`config.mk`:
```
export PLATFORM = sky130hd
export DESIGN_NAME = ex_mem_stage_flat
export DESIGN_NICKNAME = d
export VERILOG_FILES = /design/src/rtl/ex_mem_stage_pkg.sv /design/src/rtl/ex_mem_stage_if.sv /design/src/rtl/ex_result_sel.sv /design/src/rtl/ex_mem_stage.sv /design/src/flat_wrapper.sv
export SDC_FILE = /design/constraint.sdc
export NUM_CORES = 1
export LEC_CHECK = 0
export CAP_MARGIN = 20
export CORE_AREA = 2 2 185 187
export DETAILED_ROUTE_END_ITERATION = 7
export DIE_AREA = 0 0 187 189
export GPL_TIMING_DRIVEN = 0
export PLACE_DENSITY = 0.78
export SETUP_SLACK_MARGIN = 0.05
export SYNTH_ARGS = -nofsm -noshare
export SYNTH_HDL_FRONTEND = slang
export SYNTH_HIERARCHICAL = 1
export SYNTH_SLANG_ARGS = --single-unit
```
`constraint.sdc`:
```
create_clock -name clk -period 2.6 [get_ports clk]
set_clock_uncertainty 0.2 [all_clocks]
set_input_delay 0.65 -clock clk [delete_from_list [all_inputs] [get_ports clk]]
set_output_delay 0.65 -clock clk [all_outputs]
set_load 0.05 [all_outputs]
```
`src/rtl/ex_mem_stage_pkg.sv`:
```
// Shared decode constants for the EX->MEM stage.
// Opcode/funct values and the instruction field positions used by result selection.
// Also holds the occupancy state type of the elastic stage.
package ex_mem_stage_pkg;

  // Instruction field positions
  localparam int OP_MSB = 31;
  localparam int OP_LSB = 26;
  localparam int FN_MSB = 5;
  localparam int FN_LSB = 0;

  // Opcode / funct values that redirect the stored result
  localparam logic [5:0] OP_RTYPE = 6'b000000;
  localparam logic [5:0] OP_JAL   = 6'b000011;
  localparam logic [5:0] FN_JALR  = 6'b001001;
  localparam logic [5:0] FN_MFHI  = 6'b010000;
  localparam logic [5:0] FN_MFLO  = 6'b010010;

  // Number of buffered entries: none, head only, head + skid
  typedef enum logic [1:0] {
    EMPTY = 2'd0,
    ONE   = 2'd1,
    TWO   = 2'd2
  } stage_state_e;

endpackage

```
`src/rtl/ex_mem_stage_if.sv`:
```
// EX-side and MEM-side handshake/payload bundle of the EX->MEM stage.
// master: the pipeline around the stage (drives EX payload, valid_E, ready_M).
// slave:  the stage itself (drives ready_E, valid_M and the MEM payload).
interface ex_mem_stage_if #(
  parameter int DW = 32
);

  logic          valid_E;
  logic          ready_E;
  logic [DW-1:0] ins_E;
  logic [DW-1:0] pc_E;
  logic [DW-1:0] RData2_E;
  logic [DW-1:0] alu_Result_E;
  logic [DW-1:0] HI_E;
  logic [DW-1:0] LO_E;

  logic          valid_M;
  logic          ready_M;
  logic [DW-1:0] ins_M;
  logic [DW-1:0] pc_M;
  logic [DW-1:0] RData2_M;
  logic [DW-1:0] alu_Result_M;

  modport master (
    output valid_E, ins_E, pc_E, RData2_E, alu_Result_E, HI_E, LO_E, ready_M,
    input  ready_E, valid_M, ins_M, pc_M, RData2_M, alu_Result_M
  );

  modport slave (
    input  valid_E, ins_E, pc_E, RData2_E, alu_Result_E, HI_E, LO_E, ready_M,
    output ready_E, valid_M, ins_M, pc_M, RData2_M, alu_Result_M
  );

endinterface

```
`src/rtl/ex_result_sel.sv`:
```
// Picks the value an EX entry carries into MEM: link address, HI, LO or ALU result.
// Latency: combinational.
// Backpressure: none (pure function of its inputs).
// Ports: op/fn = instruction opcode and funct fields; pc, alu, hi, lo = candidates;
//        result = selected value.
module ex_result_sel
  import ex_mem_stage_pkg::*;
#(
  parameter int DW          = 32,
  parameter int LINK_OFFSET = 0
) (
  input  logic [5:0]    op,
  input  logic [5:0]    fn,
  input  logic [DW-1:0] pc,
  input  logic [DW-1:0] alu,
  input  logic [DW-1:0] hi,
  input  logic [DW-1:0] lo,
  output logic [DW-1:0] result
);

  // Link value wraps modulo 2^DW
  logic [DW-1:0] link;
  assign link = pc + DW'(LINK_OFFSET);

  always_comb begin
    result = alu;
    if (op == OP_JAL) begin
      result = link;
    end else if (op == OP_RTYPE) begin
      case (fn)
        FN_JALR: result = link;
        FN_MFHI: result = hi;
        FN_MFLO: result = lo;
        default: result = alu;
      endcase
    end
  end

endmodule

```
`src/rtl/ex_mem_stage.sv`:
```
// Elastic EX->MEM pipeline register with a 2-entry skid buffer and result selection.
// Latency: 1 cycle accept-to-valid_M when empty; 1 entry/cycle with ready_M held high.
// Backpressure: ready_E is registered and drops only when both entries are full.
// Ports: clk, rst (async active-low), flush (sync, drops all entries), bus (slave side:
//        EX valid/ready/payload in, MEM valid/ready/payload out), stall_cnt (saturating
//        count of cycles with valid_M=1 and ready_M=0). DW must match the bus instance.
module ex_mem_stage
  import ex_mem_stage_pkg::*;
#(
  parameter int DW          = 32,
  parameter int LINK_OFFSET = 0,
  parameter int STALL_CNT_W = 16
) (
  input  logic                   clk,
  input  logic                   rst,
  input  logic                   flush,
  ex_mem_stage_if.slave          bus,
  output logic [STALL_CNT_W-1:0] stall_cnt
);

  typedef struct packed {
    logic [DW-1:0] ins;
    logic [DW-1:0] pc;
    logic [DW-1:0] rdata2;
    logic [DW-1:0] result;
  } entry_t;

  stage_state_e  state, state_nxt;
  entry_t        head, head_nxt;
  entry_t        skid, skid_nxt;
  entry_t        new_entry;
  logic [DW-1:0] sel_result;
  logic          ready_q;
  logic          valid_m;
  logic          accept;
  logic          issue;

  ex_result_sel #(
    .DW          (DW),
    .LINK_OFFSET (LINK_OFFSET)
  ) u_result_sel (
    .op     (bus.ins_E[OP_MSB:OP_LSB]),
    .fn     (bus.ins_E[FN_MSB:FN_LSB]),
    .pc     (bus.pc_E),
    .alu    (bus.alu_Result_E),
    .hi     (bus.HI_E),
    .lo     (bus.LO_E),
    .result (sel_result)
  );

  assign new_entry = '{ins: bus.ins_E, pc: bus.pc_E, rdata2: bus.RData2_E, result: sel_result};

  assign valid_m = (state != EMPTY);
  assign accept  = bus.valid_E & ready_q;
  assign issue   = valid_m & bus.ready_M;

  // Head is cleared whenever the stage empties, so an idle stage presents
  // an all-zero payload (ins 0 reads as a nop bubble).
  always_comb begin
    state_nxt = state;
    head_nxt  = head;
    skid_nxt  = skid;
    case (state)
      EMPTY: begin
        if (accept) begin
          head_nxt  = new_entry;
          state_nxt = ONE;
        end
      end
      ONE: begin
        case ({accept, issue})
          2'b10: begin
            skid_nxt  = new_entry;
            state_nxt = TWO;
          end
          2'b01: begin
            head_nxt  = '0;
            state_nxt = EMPTY;
          end
          2'b11:   head_nxt = new_entry;
          default: ;
        endcase
      end
      TWO: begin
        // ready_E is low here, so no accept can coincide with the issue
        if (issue) begin
          head_nxt  = skid;
          skid_nxt  = '0;
          state_nxt = ONE;
        end
      end
      default: begin
        head_nxt  = '0;
        skid_nxt  = '0;
        state_nxt = EMPTY;
      end
    endcase
    if (flush) begin
      head_nxt  = '0;
      skid_nxt  = '0;
      state_nxt = EMPTY;
    end
  end

  always_ff @(posedge clk or negedge rst) begin
    if (!rst) begin
      state   <= EMPTY;
      head    <= '0;
      skid    <= '0;
      ready_q <= 1'b1;
    end else begin
      state   <= state_nxt;
      head    <= head_nxt;
      skid    <= skid_nxt;
      ready_q <= (state_nxt != TWO);
    end
  end

  // Flush deliberately leaves the counter alone; only reset clears it
  always_ff @(posedge clk or negedge rst) begin
    if (!rst) begin
      stall_cnt <= '0;
    end else if (valid_m && !bus.ready_M && !(&stall_cnt)) begin
      stall_cnt <= stall_cnt + 1'b1;
    end
  end

  assign bus.ready_E      = ready_q;
  assign bus.valid_M      = valid_m;
  assign bus.ins_M        = head.ins;
  assign bus.pc_M         = head.pc;
  assign bus.RData2_M     = head.rdata2;
  assign bus.alu_Result_M = head.result;

endmodule

```
`src/flat_wrapper.sv`:
```
// flat-port wrapper written by rule: the top's interface ports become plain ports
module ex_mem_stage_flat import ex_mem_stage_pkg::*;
#(
  parameter int DW          = 32,
  parameter int LINK_OFFSET = 0,
  parameter int STALL_CNT_W = 16
)
  (clk, rst, flush, stall_cnt, bus_valid_E, bus_ins_E, bus_pc_E, bus_RData2_E, bus_alu_Result_E, bus_HI_E, bus_LO_E, bus_ready_M, bus_ready_E, bus_valid_M, bus_ins_M, bus_pc_M, bus_RData2_M, bus_alu_Result_M);
  ex_mem_stage_if #(.DW(DW)) bus_i ();
  input  logic clk;
  input  logic rst;
  input  logic flush;
  output logic [STALL_CNT_W-1:0] stall_cnt;
  input wire logic [$bits(bus_i.valid_E)-1:0] bus_valid_E;
  input wire logic [$bits(bus_i.ins_E)-1:0] bus_ins_E;
  input wire logic [$bits(bus_i.pc_E)-1:0] bus_pc_E;
  input wire logic [$bits(bus_i.RData2_E)-1:0] bus_RData2_E;
  input wire logic [$bits(bus_i.alu_Result_E)-1:0] bus_alu_Result_E;
  input wire logic [$bits(bus_i.HI_E)-1:0] bus_HI_E;
  input wire logic [$bits(bus_i.LO_E)-1:0] bus_LO_E;
  input wire logic [$bits(bus_i.ready_M)-1:0] bus_ready_M;
  output wire logic [$bits(bus_i.ready_E)-1:0] bus_ready_E;
  output wire logic [$bits(bus_i.valid_M)-1:0] bus_valid_M;
  output wire logic [$bits(bus_i.ins_M)-1:0] bus_ins_M;
  output wire logic [$bits(bus_i.pc_M)-1:0] bus_pc_M;
  output wire logic [$bits(bus_i.RData2_M)-1:0] bus_RData2_M;
  output wire logic [$bits(bus_i.alu_Result_M)-1:0] bus_alu_Result_M;
  assign bus_i.valid_E = bus_valid_E;
  assign bus_i.ins_E = bus_ins_E;
  assign bus_i.pc_E = bus_pc_E;
  assign bus_i.RData2_E = bus_RData2_E;
  assign bus_i.alu_Result_E = bus_alu_Result_E;
  assign bus_i.HI_E = bus_HI_E;
  assign bus_i.LO_E = bus_LO_E;
  assign bus_i.ready_M = bus_ready_M;
  assign bus_ready_E = bus_i.ready_E;
  assign bus_valid_M = bus_i.valid_M;
  assign bus_ins_M = bus_i.ins_M;
  assign bus_pc_M = bus_i.pc_M;
  assign bus_RData2_M = bus_i.RData2_M;
  assign bus_alu_Result_M = bus_i.alu_Result_M;
  ex_mem_stage #(.DW(DW), .LINK_OFFSET(LINK_OFFSET), .STALL_CNT_W(STALL_CNT_W)) u_core (.clk(clk), .rst(rst), .flush(flush), .bus(bus_i), .stall_cnt(stall_cnt));
endmodule
```
**Word level (Yosys, flattened, before mapping)**

Index checks and enable logic that the tools add are counted.
Widths: inputs -> output; s select.

- Logic and storage cells: 56
- Bits in latches: 0
- Bits in writable memories: 0
- Output and inout bits: 146
- Bits of input ports: 197
- Register bits after elaboration: 275
- Memory bits (read-only): 0
- Memories kept: 0

- Muxes and demuxes: 17
- Bitwise gates (word level): 2
- $add $sub $neg: 1
- Magnitude comparators: 0
- Shift-type cells: 0
- Div/mod/pow operators: 0
- Reductions and logical operators: 10
- Equal/unequal tests: 15
- $mul: 0

Operators with widths:

| cell | count |
|---|---|
| $mux 128 | 6 |
| $pmux 128 s3 | 2 |
| $pmux 128 s2 | 1 |
| $pmux 32 s3 | 1 |
| $mux 32 | 2 |
| $add 16x1->16 const B | 1 |
| $reduce_and 16->1 | 1 |
| $eq 6x5->1 const B | 2 |
| $ne 3x2->1 const B | 3 |
| $eq 2x2->1 const B | 3 |
| $eq 6x2->1 const B | 1 |
| $eq 6x4->1 const B | 1 |
| $logic_not 6->1 | 1 |
| $mux 2 | 3 |
| $pmux 2 s3 | 1 |
| $reduce_and 3->1 | 2 |
| $eq 2x1->1 const B | 2 |
| $ne 2x2->1 const B | 2 |
| $ne 4x4->1 const B | 1 |
| $pmux 2 s2 | 1 |
| $and 1x1->1 | 2 |
| $logic_and 1x1->1 | 2 |
| $logic_not 1->1 | 2 |
| $logic_not 2->1 | 1 |
| $reduce_bool 2->1 | 1 |

**Longest topological paths before layout**

Gate-level depths: netlist (run 1).

- Depth in word-level cells: 7
- Mapped depth: 8
- Depth with buffers taken out: 6

**Cells and area by module**

Netlist (run 1), hierarchy kept.

Modules (own cells, without submodules):

| module | cells an instance | area each (sq um) | instances |
|---|---|---|---|
| ex_mem_stage | 1083 | 12244.2 | 1 |
| ex_result_sel | 119 | 893.4 | 1 |

**Worst setup path before layout (run 1)**

No wires, ideal clock.

- Kind: in2reg
- From: input port bus_ins_E[1]
- To: register u_core.head, in the netlist u_core/bus.alu_Result_M[10]
- Slack: 0.238 ns
- Data arrival time: 2.030 ns
- Stages: 8
- Setup time: 0.132 ns
- Buffers on the path: 2
- Path through: buf_2 -> and4bb_1 -> o21ai_1 -> a21bo_2 -> buf_2 -> a221o_1 -> a22oi_1 -> o2bb2ai_1

- Longest elaborated chain between the ends: 7
- Elaborated cells between the ends (all ways): 10
- Classes of those cells: eq/ne (3); mux (7)

RTL lines:

| what | RTL line | RTL |
|---|---|---|
| start: declaration | flat_wrapper.sv:15 | `input wire logic [$bits(bus_i.ins_E)-1:0] bus_ins_E;` |
| $eq 6x5->1 or $eq 6x4->1 (tied branches) | ex_result_sel.sv:30 | `case (fn)` |
| $pmux 32 s3 * | ex_result_sel.sv:30 |  |
| $mux 32 * | ex_result_sel.sv:29 | `end else if (op == OP_RTYPE) begin` |
| $mux 32 * | ex_result_sel.sv:27 | `if (op == OP_JAL) begin` |
| via u_core.sel_result[10] | ex_mem_stage.sv:32 | `logic [DW-1:0] sel_result;` |
| $pmux 128 s2 or $mux 128 (tied branches) | ex_mem_stage.sv:71, ex_mem_stage.sv:65 |  |
| $pmux 128 s3 * | ex_mem_stage.sv:63 | `case (state)` |
| $mux 128 * | ex_mem_stage.sv:98 | `if (flush) begin` |
| end signal: assignment | ex_mem_stage.sv:113 | `head <= head_nxt;` |
| end: declaration | ex_mem_stage.sv:29 | `entry_t head, head_nxt;` |

The timed path passes the listed nets; every way through them passes the cells marked *. The select of a mux whose other input is x is not followed.
A chain may end at the register's enable or synchronous reset.

**Worst setup path in the final report (run 1)**

- From: register u_core.state[1]
- To: output port bus_valid_M

- Longest elaborated chain between the ends: 1

RTL lines:

| what | RTL line | RTL |
|---|---|---|
| start: declaration | ex_mem_stage.sv:28 | `stage_state_e state, state_nxt;` |
| start signal: assignment | ex_mem_stage.sv:112 | `state <= state_nxt;` |
| $reduce_bool 2->1 | ex_mem_stage.sv:53 | `assign valid_m = (state != EMPTY);` |
| end: declaration | flat_wrapper.sv:23 | `output wire logic [$bits(bus_i.valid_M)-1:0] bus_valid_M;` |

No other way between the ends.

==> results of run 1 <==
-- state kept, by name (all words and copies together) (netlist names) --
name / cells
u_core/state: 2
u_core/stall_cnt: 16
u_core/bus.ins_M: 32
u_core/skid: 128
u_core/bus.ready_E: 1
u_core/bus.alu_Result_M: 32
u_core/bus.pc_M: 32
u_core/bus.RData2_M: 32
-- layer usage --
metal,vias to the layer above,global-route usage
met3,50,0.0374
met4,2,0.0598
met2,445,0.403
met5,-,0
met1,5584,0.310
li1,5041,-
-- power groups by stage --
stage / Clock, mW / Sequential (mW) / Combinational (mW)
2_1_floorplan: 0 / 5.60 / 0.869
3_3_place_gp: 0 / 4.90 / 2.76
3_5_place_dp: 0 / 4.90 / 2.82
4_1_cts: 4.38 / 4.82 / 2.69
5_1_grt: 4.56 / 4.87 / 2.85
6_report: 4.30 / 4.82 / 2.68
-- layout make-up --
type | count | area [µm²]
Fill cell | 2947 | 15100
Sequential cell | 275 | 6880
Multi-Input combinational cell | 696 | 5340
Timing Repair Buffer | 346 | 3340
Clock buffer | 42 | 867
Tap cell | 448 | 561
Buffer | 100 | 551
Inverter | 131 | 492
Clock inverter | 9 | 123
Antenna cell | 1 | 2.50
-- critical path: stages (launching register included) --
cell	delay [ns]
dfrtp_2	0.44
clkbuf_8	0.17
or2_2	0.28
buf_2	0.22
-- worst max-delay path by stage --
stage,to,slack (ns),depth (start not counted)
after floorplan,u_core/bus.alu_Result_M[10]$_DFFE_PN0P_,0.24,8
after global placement,u_core/skid[78]$_DFFE_PN0P_,-11.18,1
after detailed placement,u_core/bus.alu_Result_M[3]$_DFFE_PN0P_,-1.10,7
after CTS,u_core/bus.alu_Result_M[3]$_DFFE_PN0P_,0.02,9
after global routing,u_core/bus.alu_Result_M[0]$_DFFE_PN0P_,0.05,8
final,bus_valid_M,0.1,3
-- logic make-up after synthesis --
logic type / count (synthesis) / synth area share
compound gates: 305 / 0.194
xor+xnor: 14 / 0.00933
fa+ha+maj: 1 / 0.000952
buf+inv: 231 / 0.0765
flops: 275 / 0.524
mux: 162 / 0.124
simple gates: 214 / 0.0716
-- stage by stage --
stage / instance area [µm²] / setup TNS (ns) / util
finish: 18200 / 0 / 0.546
global route: 18200 / 0 / 0.546
CTS: 18100 / 0 / 0.543
detailed placement: 17200 / -125.69 / 0.516
global placement: 17100 / -3178.32 / 0.514
floorplan: 13100 / 0 / -
-- synth_stat cells, drive strengths merged (4+ instances only) --
| library cell | count | share of area |
|---|---|---|
| dfrtp | 274 | 0.52 |
| mux2i | 160 | 0.12 |
| nand2 | 138 | 0.039 |
| inv | 131 | 0.037 |
| a22oi | 129 | 0.074 |
| o2bb2ai | 128 | 0.085 |
| buf | 81 | 0.033 |
| nor2 | 40 | 0.011 |
| a221o | 32 | 0.024 |
| clkbuf | 19 | 0.0062 |
| xor2 | 9 | 0.0060 |
| nand3 | 6 | 0.0023 |
| nand4 | 6 | 0.0045 |
| xnor2 | 5 | 0.0033 |
| a21oi | 4 | 0.0015 |
| nor3 | 4 | 0.0015 |
| nor4 | 4 | 0.0024 |
-- repair_timing --
| item | 4_1_cts | 5_1_grt |
|---|---|---|
| resized for setup | 171 | 26 |
| buffers inserted | 1 | 1 |
| setup endpoints to repair | 278 | 81 |
| pin swaps | 1 | 3 |
==> flow_summary.yaml, run 1 <==
global_route:
  grt_antenna_before_repair: 2
  grt_overflow: 0
  grt_pass1_wl_um: 65900
  grt_pass1_vias: 11500
  track_usage: 0.235
  grt_max_degree: 114
power:
  total_power_mw: 11.8
  power_frac_seq: 0.409
  p_leak_nw: 8.71
  power.switching_mw: 3.68
  peakVddDrop_mv: 0.523
  p_per_area_mw_per_mm2: 650
  p_clk_frac: 0.364
  pwr-share-comb: 0.227
  swShare: 0.312
  p_int_mw: 8.13
clocking:
  clk_pin_slew_ns: 0.06
  cts_buffers: 30
  insertion_delay_ns: 0.54
  clock_path_buffers: 3
  hold_buffers: 0
  htreeDepth: 1
  clock_sinks: 275
  cts_tree: "done"
  cts_root_buf: "clkbuf_16"
setup_path:
  r2r_slack_ns: 0.33
  startpoint_type: "flop"
  worst-setup-path-type: "flop to output pin"
  required_ns: 1.75
  reg2reg_to: "u_core/bus.alu_Result_M[17]$_DFFE_PN0P_"
  r2r_cells: 7
  crit_start: "u_core/state[1]$_DFF_PN0_"
  path_max_fanout: 10
  r2r-start: "u_core/state[0]$_DFF_PN0_"
  cp.arrival_ns: 1.65
  end_kind: "output pin"
placed_design:
  dp_cells: 1994
  routabilityCongestion: 0.819
  dpl.hpwl_um: 29900
  numPortBuffers: 342
  pre_cts_ws_ns: -1.10
synth:
  synthesis.area_mm2: 0.0131
  synthesis.nets: 1400
  synth-edff-count: 0
  yosys_register_bits: 275
  synth_cell_types: 48
  avgSynthCellArea_um2: 10.9
  async_flop_share: 1.00
  ys_seq_area_frac: 0.524
  yosysWarnings: 6
  synthCells: 1202
  ys.flop_type: "dfrtp_1"
run:
  cap_viol_max_count: 0
sta:
  worst_hold_slack_ns: -0.00971
  finalMaxSlewViolations: 0
  hold_viol_final: 4
  grt_setup_unrepaired: "no"
  setup_violations: 0
  period_needed_ns: 2.50
  finalCritPeriodShare: 0.962
  max_slew_margin: 0.432
  worst_pin_slew_ns: 0.852
  fmax_mhz: 400
  worst_slack_ns: 0.0979
route:
  wirelength_um: 42100
  routed-wl-met3_um: 2470
  drtIter0Drc: 734
  drc: 0
  wl_per_cell_um: 20.6
  first_pass_iters: 5
  wl_met1_um: 17900
  vias: 11100
  met2_length_um: 20900
  drtAntennaViolNets: 0
  drt-vias-per-instance: 5.43
  highest_layer: "met5"
final_layout:
  nets: 1778
  fin_cells: 2048
  most-common-layout-cells: "dfrtp_1, clkdlybuf4s50_1, mux2i_1"
  final_layout_size_suffix_gt1_frac: 0.0957
  area.growth.synth_to_final_pct: 38.2
  layout_commonest_cell: "dfrtp_1"
die:
  die_h_um: 189
  std_cell_rows: 67
  initial_core_util: 0.395
  die_area_mm2: 0.0353
  die_w_um: 187
  core_area_mm2: 0.0333
  io-pin-count: 343
hold_path:
  hold_class: "input pin to async pin"
run_status:
  status: "finished with violations"
  violations: "negative hold slack"
(Power assumes the default switching activity.)
==> run 2, diff against run 1 <==
--- a/config.mk
+++ b/config.mk
@@ -6,11 +6,13 @@
 export NUM_CORES = 1
 export LEC_CHECK = 0
 export CAP_MARGIN = 20
-export CORE_AREA = 2 2 185 187
+export CORE_AREA = 2 2 260 134
+export CTS_CLUSTER_SIZE = 16
 export DETAILED_ROUTE_END_ITERATION = 7
-export DIE_AREA = 0 0 187 189
+export DIE_AREA = 0 0 262 136
 export GPL_TIMING_DRIVEN = 0
 export PLACE_DENSITY = 0.78
+export REMOVE_ABC_BUFFERS = 1
 export SETUP_SLACK_MARGIN = 0.05
 export SYNTH_ARGS = -nofsm -noshare
 export SYNTH_HDL_FRONTEND = slang
==> run 2 against run 1 <==
Effect of this change: the run now ends clean; cell area grew 1.6%; critical path depth grew 4; routed wire length grew 3.0%; maximum frequency shrank 1.6%; first-iteration DRC count grew 42%; sequential cell count is the same; total power shrank 1.9%; sequential power is essentially flat; global-route usage shrank 0.86 points; sequential share of layout area shrank 0.57 points; core utilization grew 0.27 points; register-to-register slack lost 0.18 ns; critical path type is now input pin to flop; critical endpoint is now u_core/bus.alu_Result_M[31]$_DFFE_PN0P_.
==> flow_summary.yaml, run 2 (synthesis gave the netlist of run 1 again) <==
die:
  die_h_um: 136
  initial_core_util: 0.391
  io-pin-count: 343
  die_area_mm2: 0.0356
  std_cell_rows: 48
  core_area_mm2: 0.0336
  die_w_um: 262
power:
  p_int_mw: 7.86
  peakVddDrop_mv: 0.456
  p_leak_nw: 8.67
  p_per_area_mw_per_mm2: 628
  swShare: 0.322
  power.switching_mw: 3.72
  pwr-share-comb: 0.244
  p_clk_frac: 0.339
  power_frac_seq: 0.417
global_route:
  grt_max_degree: 119
  grt_antenna_before_repair: 1
  track_usage: 0.226
  grt_overflow: 0
  grt_pass1_wl_um: 63700
  grt_pass1_vias: 11200
hold_path:
  hold_class: "input pin to flop"
  hp-start: "bus_ins_E[5]"
  min_path_cells: 3
  hold_end: "u_core/skid[101]$_DFFE_PN0P_"
route:
  drtIter0Drc: 1039
  wirelength_um: 43400
  drc: 0
  vias: 11200
  drt-vias-per-instance: 5.59
  drtAntennaViolNets: 0
  wl_per_cell_um: 21.7
  first_pass_iters: 5
setup_path:
  cp.arrival_ns: 2.76
  r2r_slack_ns: 0.15
  required_ns: 2.82
  worst-setup-path-type: "input pin to flop"
  end_kind: "flop"
  cp_num_buf_inv: 1
  critical-path-max-stage-delay_ns: 0.62
  crit_chain: "clkdlybuf4s50_1 -> and4bb_1 -> o21ai_4 -> a21bo_4 -> a221o_1 -> a22oi_1 -> o2bb2ai_1"
  cp.depth: 7
  r2r-start: "u_core/state[0]$_DFF_PN0_"
  reg2reg_to: "u_core/bus.RData2_M[16]$_DFFE_PN0P_"
  path_max_fanout: 16
  slowest_stage: "clkdlybuf4s50_1"
  crit_family: "compound AO/OA/AOI/OAI gates"
  startpoint_type: "input pin"
  r2r_cells: 6
sta:
  finalCritPeriodShare: 0.978
  fmax_mhz: 393
  max_slew_margin: 0.563
  setup_violations: 0
  grt_setup_unrepaired: "yes"
  period_needed_ns: 2.54
  hold_viol_final: 0
  finalMaxSlewViolations: 0
  worst_pin_slew_ns: 0.655
  fin_setup_tns_ns: 0
placed_design:
  numPortBuffers: 342
  routabilityCongestion: 0.795
  dpl-instance-area_mm2: 0.0175
  dp_cells: 1932
  dpl.hpwl_um: 28000
final_layout:
  layout.core_utilization: 0.548
  nets: 1728
  largest_register: "u_core/skid"
  area.growth.synth_to_final_pct: 40.3
  final_layout_size_suffix_gt1_frac: 0.0860
  antenna_cells: 0
  layout_commonest_cell: "dfrtp_1"
  fin_area_mm2: 0.0184
  most-common-layout-cells: "dfrtp_1, clkdlybuf4s50_1, mux2i_1"
  fin_cells: 1996
  largest_register_ffs: 128
clocking:
  cts_buffers: 26
  htreeDepth: 1
  clock_path_buffers: 3
  insertion_delay_ns: 0.55
  cts_root_buf: "clkbuf_16"
  clock_sinks: 275
  clk_pin_slew_ns: 0.06
  cts_tree: "done"
run:
  cap_viol_max_count: 0
run_status:
  status: "finished, final reports clean"
## run 2: how the worst max path moves through the flow
stage	from	to	slack [ns]
2_1_floorplan	bus_ready_M	u_core/skid[0]$_DFFE_PN0P_	-8.18
3_3_place_gp	bus_ready_M	u_core/skid[112]$_DFFE_PN0P_	-13.24
3_5_place_dp	bus_ins_E[31]	u_core/bus.alu_Result_M[6]$_DFFE_PN0P_	-0.99
4_1_cts	u_core/state[1]$_DFF_PN0_	bus_valid_M	-0.15
5_1_grt	bus_ins_E[3]	u_core/bus.alu_Result_M[26]$_DFFE_PN0P_	-0.001
6_report	bus_ins_E[3]	u_core/bus.alu_Result_M[31]$_DFFE_PN0P_	0.06
## run 2: area by class of cell
type	count	area, µm²
Timing Repair Buffer	395	4180
Inverter	131	492
Multi-Input combinational cell	701	5460
Fill cell	2874	15200
Clock inverter	10	103
Sequential cell	275	6890
Tap cell	450	563
Clock buffer	34	752
## run 2: repair_timing
action                                  4_1_cts  5_1_grt
gates resized for setup                     157       15
endpoints found under the hold margin        40        0
hold buffers                                  1        0
endpoints found under the setup margin      336      118
gates cloned                                  1        4
pin swaps                                     4        5
buffers inserted                              7        7
## run 2: per-stage QoR
| step | setup slack [ns] | power (mW) | hold WS, ns |
|---|---|---|---|
| 5_1_grt | -0.00148 | 12.0 | 0.262 |
| 3_5_place_dp | -0.995 | 7.82 | 0.272 |
| 3_3_place_gp | -13.24 | 7.88 | 0.270 |
| 6_report | 0.0581 | 11.6 | 0.265 |
| 2_1_floorplan | -8.18 | 6.57 | 0.154 |
| 4_1_cts | -0.146 | 11.6 | 0.287 |
## run 2: metal layers
metal	vias to the layer above	GRT usage	wire, µm
met5	-	0	0
met4	0	0.0480	723
met3	55	0.0464	3100
met2	437	0.344	19200
met1	5706	0.332	20400
li1	4964	-	-
## run 2: worst register-to-register path: stages (launching register included)
cell and delay (ns):
dfrtp_2 0.59, nand3b_1 0.22, a22oi_2 0.16, nor2_4 0.55
buf_12 0.30, buf_16 0.21, o2bb2ai_1 0.15
## run 2: power groups by stage
stage	clock, mW	combinational [mW]	sequential [mW]
after floorplan	0	0.958	5.61
after global placement	0	2.98	4.90
after detailed placement	0	2.92	4.90
after CTS	4.02	2.80	4.83
after global routing	4.16	2.98	4.87
final	3.93	2.82	4.83
==> run 3, diff against run 2 <==
--- a/config.mk
+++ b/config.mk
@@ -12,7 +12,6 @@
 export DIE_AREA = 0 0 262 136
 export GPL_TIMING_DRIVEN = 0
 export PLACE_DENSITY = 0.78
-export REMOVE_ABC_BUFFERS = 1
 export SETUP_SLACK_MARGIN = 0.05
 export SYNTH_ARGS = -nofsm -noshare
 export SYNTH_HDL_FRONTEND = slang
==> run 3 against run 2 <==
Effect of this change: highest routed layer unchanged; critical path depth down 4; register-to-register slack better by 0.15 ns; critical path type is now flop to output pin; first-iteration DRC count down 17%; worst hold slack worse by 0.034 ns; cell area down 1.6%; sequential share of layout area up 0.60 points; via count up 0.93%; maximum frequency up 1.8%; core utilization down 0.88 points; global-route usage up 2.0 points.
==> flow_summary.yaml, run 3 (synthesis gave the netlist of run 1 again) <==
setup_path:
  startpoint_type: "flop"
  reg2reg_to: "u_core/bus.RData2_M[20]$_DFFE_PN0P_"
  r2r_cells: 7
  path_max_fanout: 10
  worst-setup-path-type: "flop to output pin"
  required_ns: 1.75
  r2r_slack_ns: 0.30
  crit_start: "u_core/state[1]$_DFF_PN0_"
  r2r-start: "u_core/state[0]$_DFF_PN0_"
  end_kind: "output pin"
  cp.arrival_ns: 1.65
final_layout:
  multiInputGateArea_mm2: 0.00531
  largest_register_ffs: 128
  most-common-layout-cells: "dfrtp_1, clkdlybuf4s50_1, mux2i_1"
  layout_commonest_cell: "dfrtp_1"
  layout.core_utilization: 0.539
  fillers: 2962
  largest_register: "u_core/skid"
  nets: 1779
  final_layout_size_suffix_gt1_frac: 0.0962
  seq_area_mm2: 0.00688
  area.growth.synth_to_final_pct: 38.1
sta:
  max_slew_margin: 0.556
  setup_violations: 0
  period_needed_ns: 2.50
  finalCritPeriodShare: 0.961
  fin_setup_tns_ns: 0
  worst_pin_slew_ns: 0.660
  grt_setup_unrepaired: "no"
  fmax_mhz: 400
  finalMaxSlewViolations: 0
  worst_slack_ns: 0.102
  hold_viol_final: 0
global_route:
  grt_antenna_before_repair: 6
  grt_pass1_vias: 11200
  grt_pass1_wl_um: 66600
  grt_overflow: 0
  grt_max_degree: 119
  track_usage: 0.246
power:
  p_per_area_mw_per_mm2: 650
  p_leak_nw: 8.67
  total_power_mw: 11.8
  peakVddDrop_mv: 0.425
route:
  first_pass_iters: 5
  drc: 0
  drt-vias-per-instance: 5.48
  drtAntennaViolNets: 0
  vias: 11300
  drtIter0Drc: 863
  wl_per_cell_um: 21.7
  wirelength_um: 44500
die:
  initial_core_util: 0.391
  io-pin-count: 343
  die_w_um: 262
  die_h_um: 136
  core_area_mm2: 0.0336
  die_area_mm2: 0.0356
  std_cell_rows: 48
hold_path:
  hp-start: "bus_ins_E[4]"
  hold_end: "u_core/skid[100]$_DFFE_PN0P_"
  min_path_cells: 3
  hold_class: "input pin to flop"
clocking:
  htreeDepth: 1
  insertion_delay_ns: 0.55
  clock_sinks: 275
  clk_pin_slew_ns: 0.07
  cts_root_buf: "clkbuf_16"
  clock_path_buffers: 3
  cts_tree: "done"
  cts_buffers: 27
run_status:
  status: "finished, final reports clean"
placed_design:
  dpl.hpwl_um: 32400
  numPortBuffers: 342
  pre_cts_ws_ns: -1.13
  routabilityCongestion: 0.849
run:
  cap_viol_max_count: 0
run 3: cell types whose count changed in the layout (fill, tap and decap cells not counted), sizes merged, moves of 3 or more:
cell           before  now
diode               0    6
dlygate4sd2       145  149
inv               131  134
clkdlybuf4s50     189  185
clkbuf             35   57
buf                54   86
run 3: layout make-up:
cell class,instances,area share
Antenna cell,6,0.000828
Buffer,100,0.0310
Clock buffer,35,0.0417
Clock inverter,14,0.0108
Inverter,131,0.0271
Multi-Input combinational cell,696,0.293
Sequential cell,275,0.380
Tap cell,450,0.0310
Timing Repair Buffer,350,0.185
run 3: worst max path at each step:
stage                                                         end  slack, ns
after global routing                                  bus_valid_M       0.07
final                                                 bus_valid_M       0.10
after CTS                                             bus_valid_M       0.06
after detailed placement  u_core/bus.alu_Result_M[22]$_DFFE_PN0P_      -1.13
after global placement                u_core/skid[78]$_DFFE_PN0P_     -11.12
after floorplan           u_core/bus.alu_Result_M[10]$_DFFE_PN0P_       0.24
run 3: repair_timing:
item / 4_1_cts / 5_1_grt
endpoints found under the setup margin: 278 / 34
buffers inserted: 3 / 2
gates resized for setup: 186 / 16
hold buffers: 1 / 0
pin swaps: 6 / 5
endpoints found under the hold margin: 47 / 0
run 3: power breakdown:
group / internal, mW / switching (mW) / total [mW]
logic: 0.933 / 1.78 / 2.71
registers: 4.60 / 0.223 / 4.82
clock network: 2.47 / 1.79 / 4.25
total: 7.99 / 3.79 / 11.8
run 3: critical path: stages, from the launching register on:
cell	delay, ns
dfrtp_2	0.45
clkbuf_8	0.18
or2_2	0.30
buf_6	0.16
run 3: metal layers:
metal,global-route usage,up-vias,wire (µm)
met2,0.382,430,20300
met5,0,-,0
met3,0.0505,75,3180
li1,-,5076,-
met4,0.0744,0,1310
met1,0.346,5685,19800
run 3: through the flow:
stage / instance area, µm² / instances / hold slack (ns)
3_5_place_dp: 17200 / 1996 / 0.273
5_1_grt: 18100 / 2057 / 0.234
2_1_floorplan: 13100 / 1202 / 0.154
3_3_place_gp: 17100 / 1994 / 0.270
6_report: 18100 / 2057 / 0.231
4_1_cts: 18100 / 2049 / 0.286
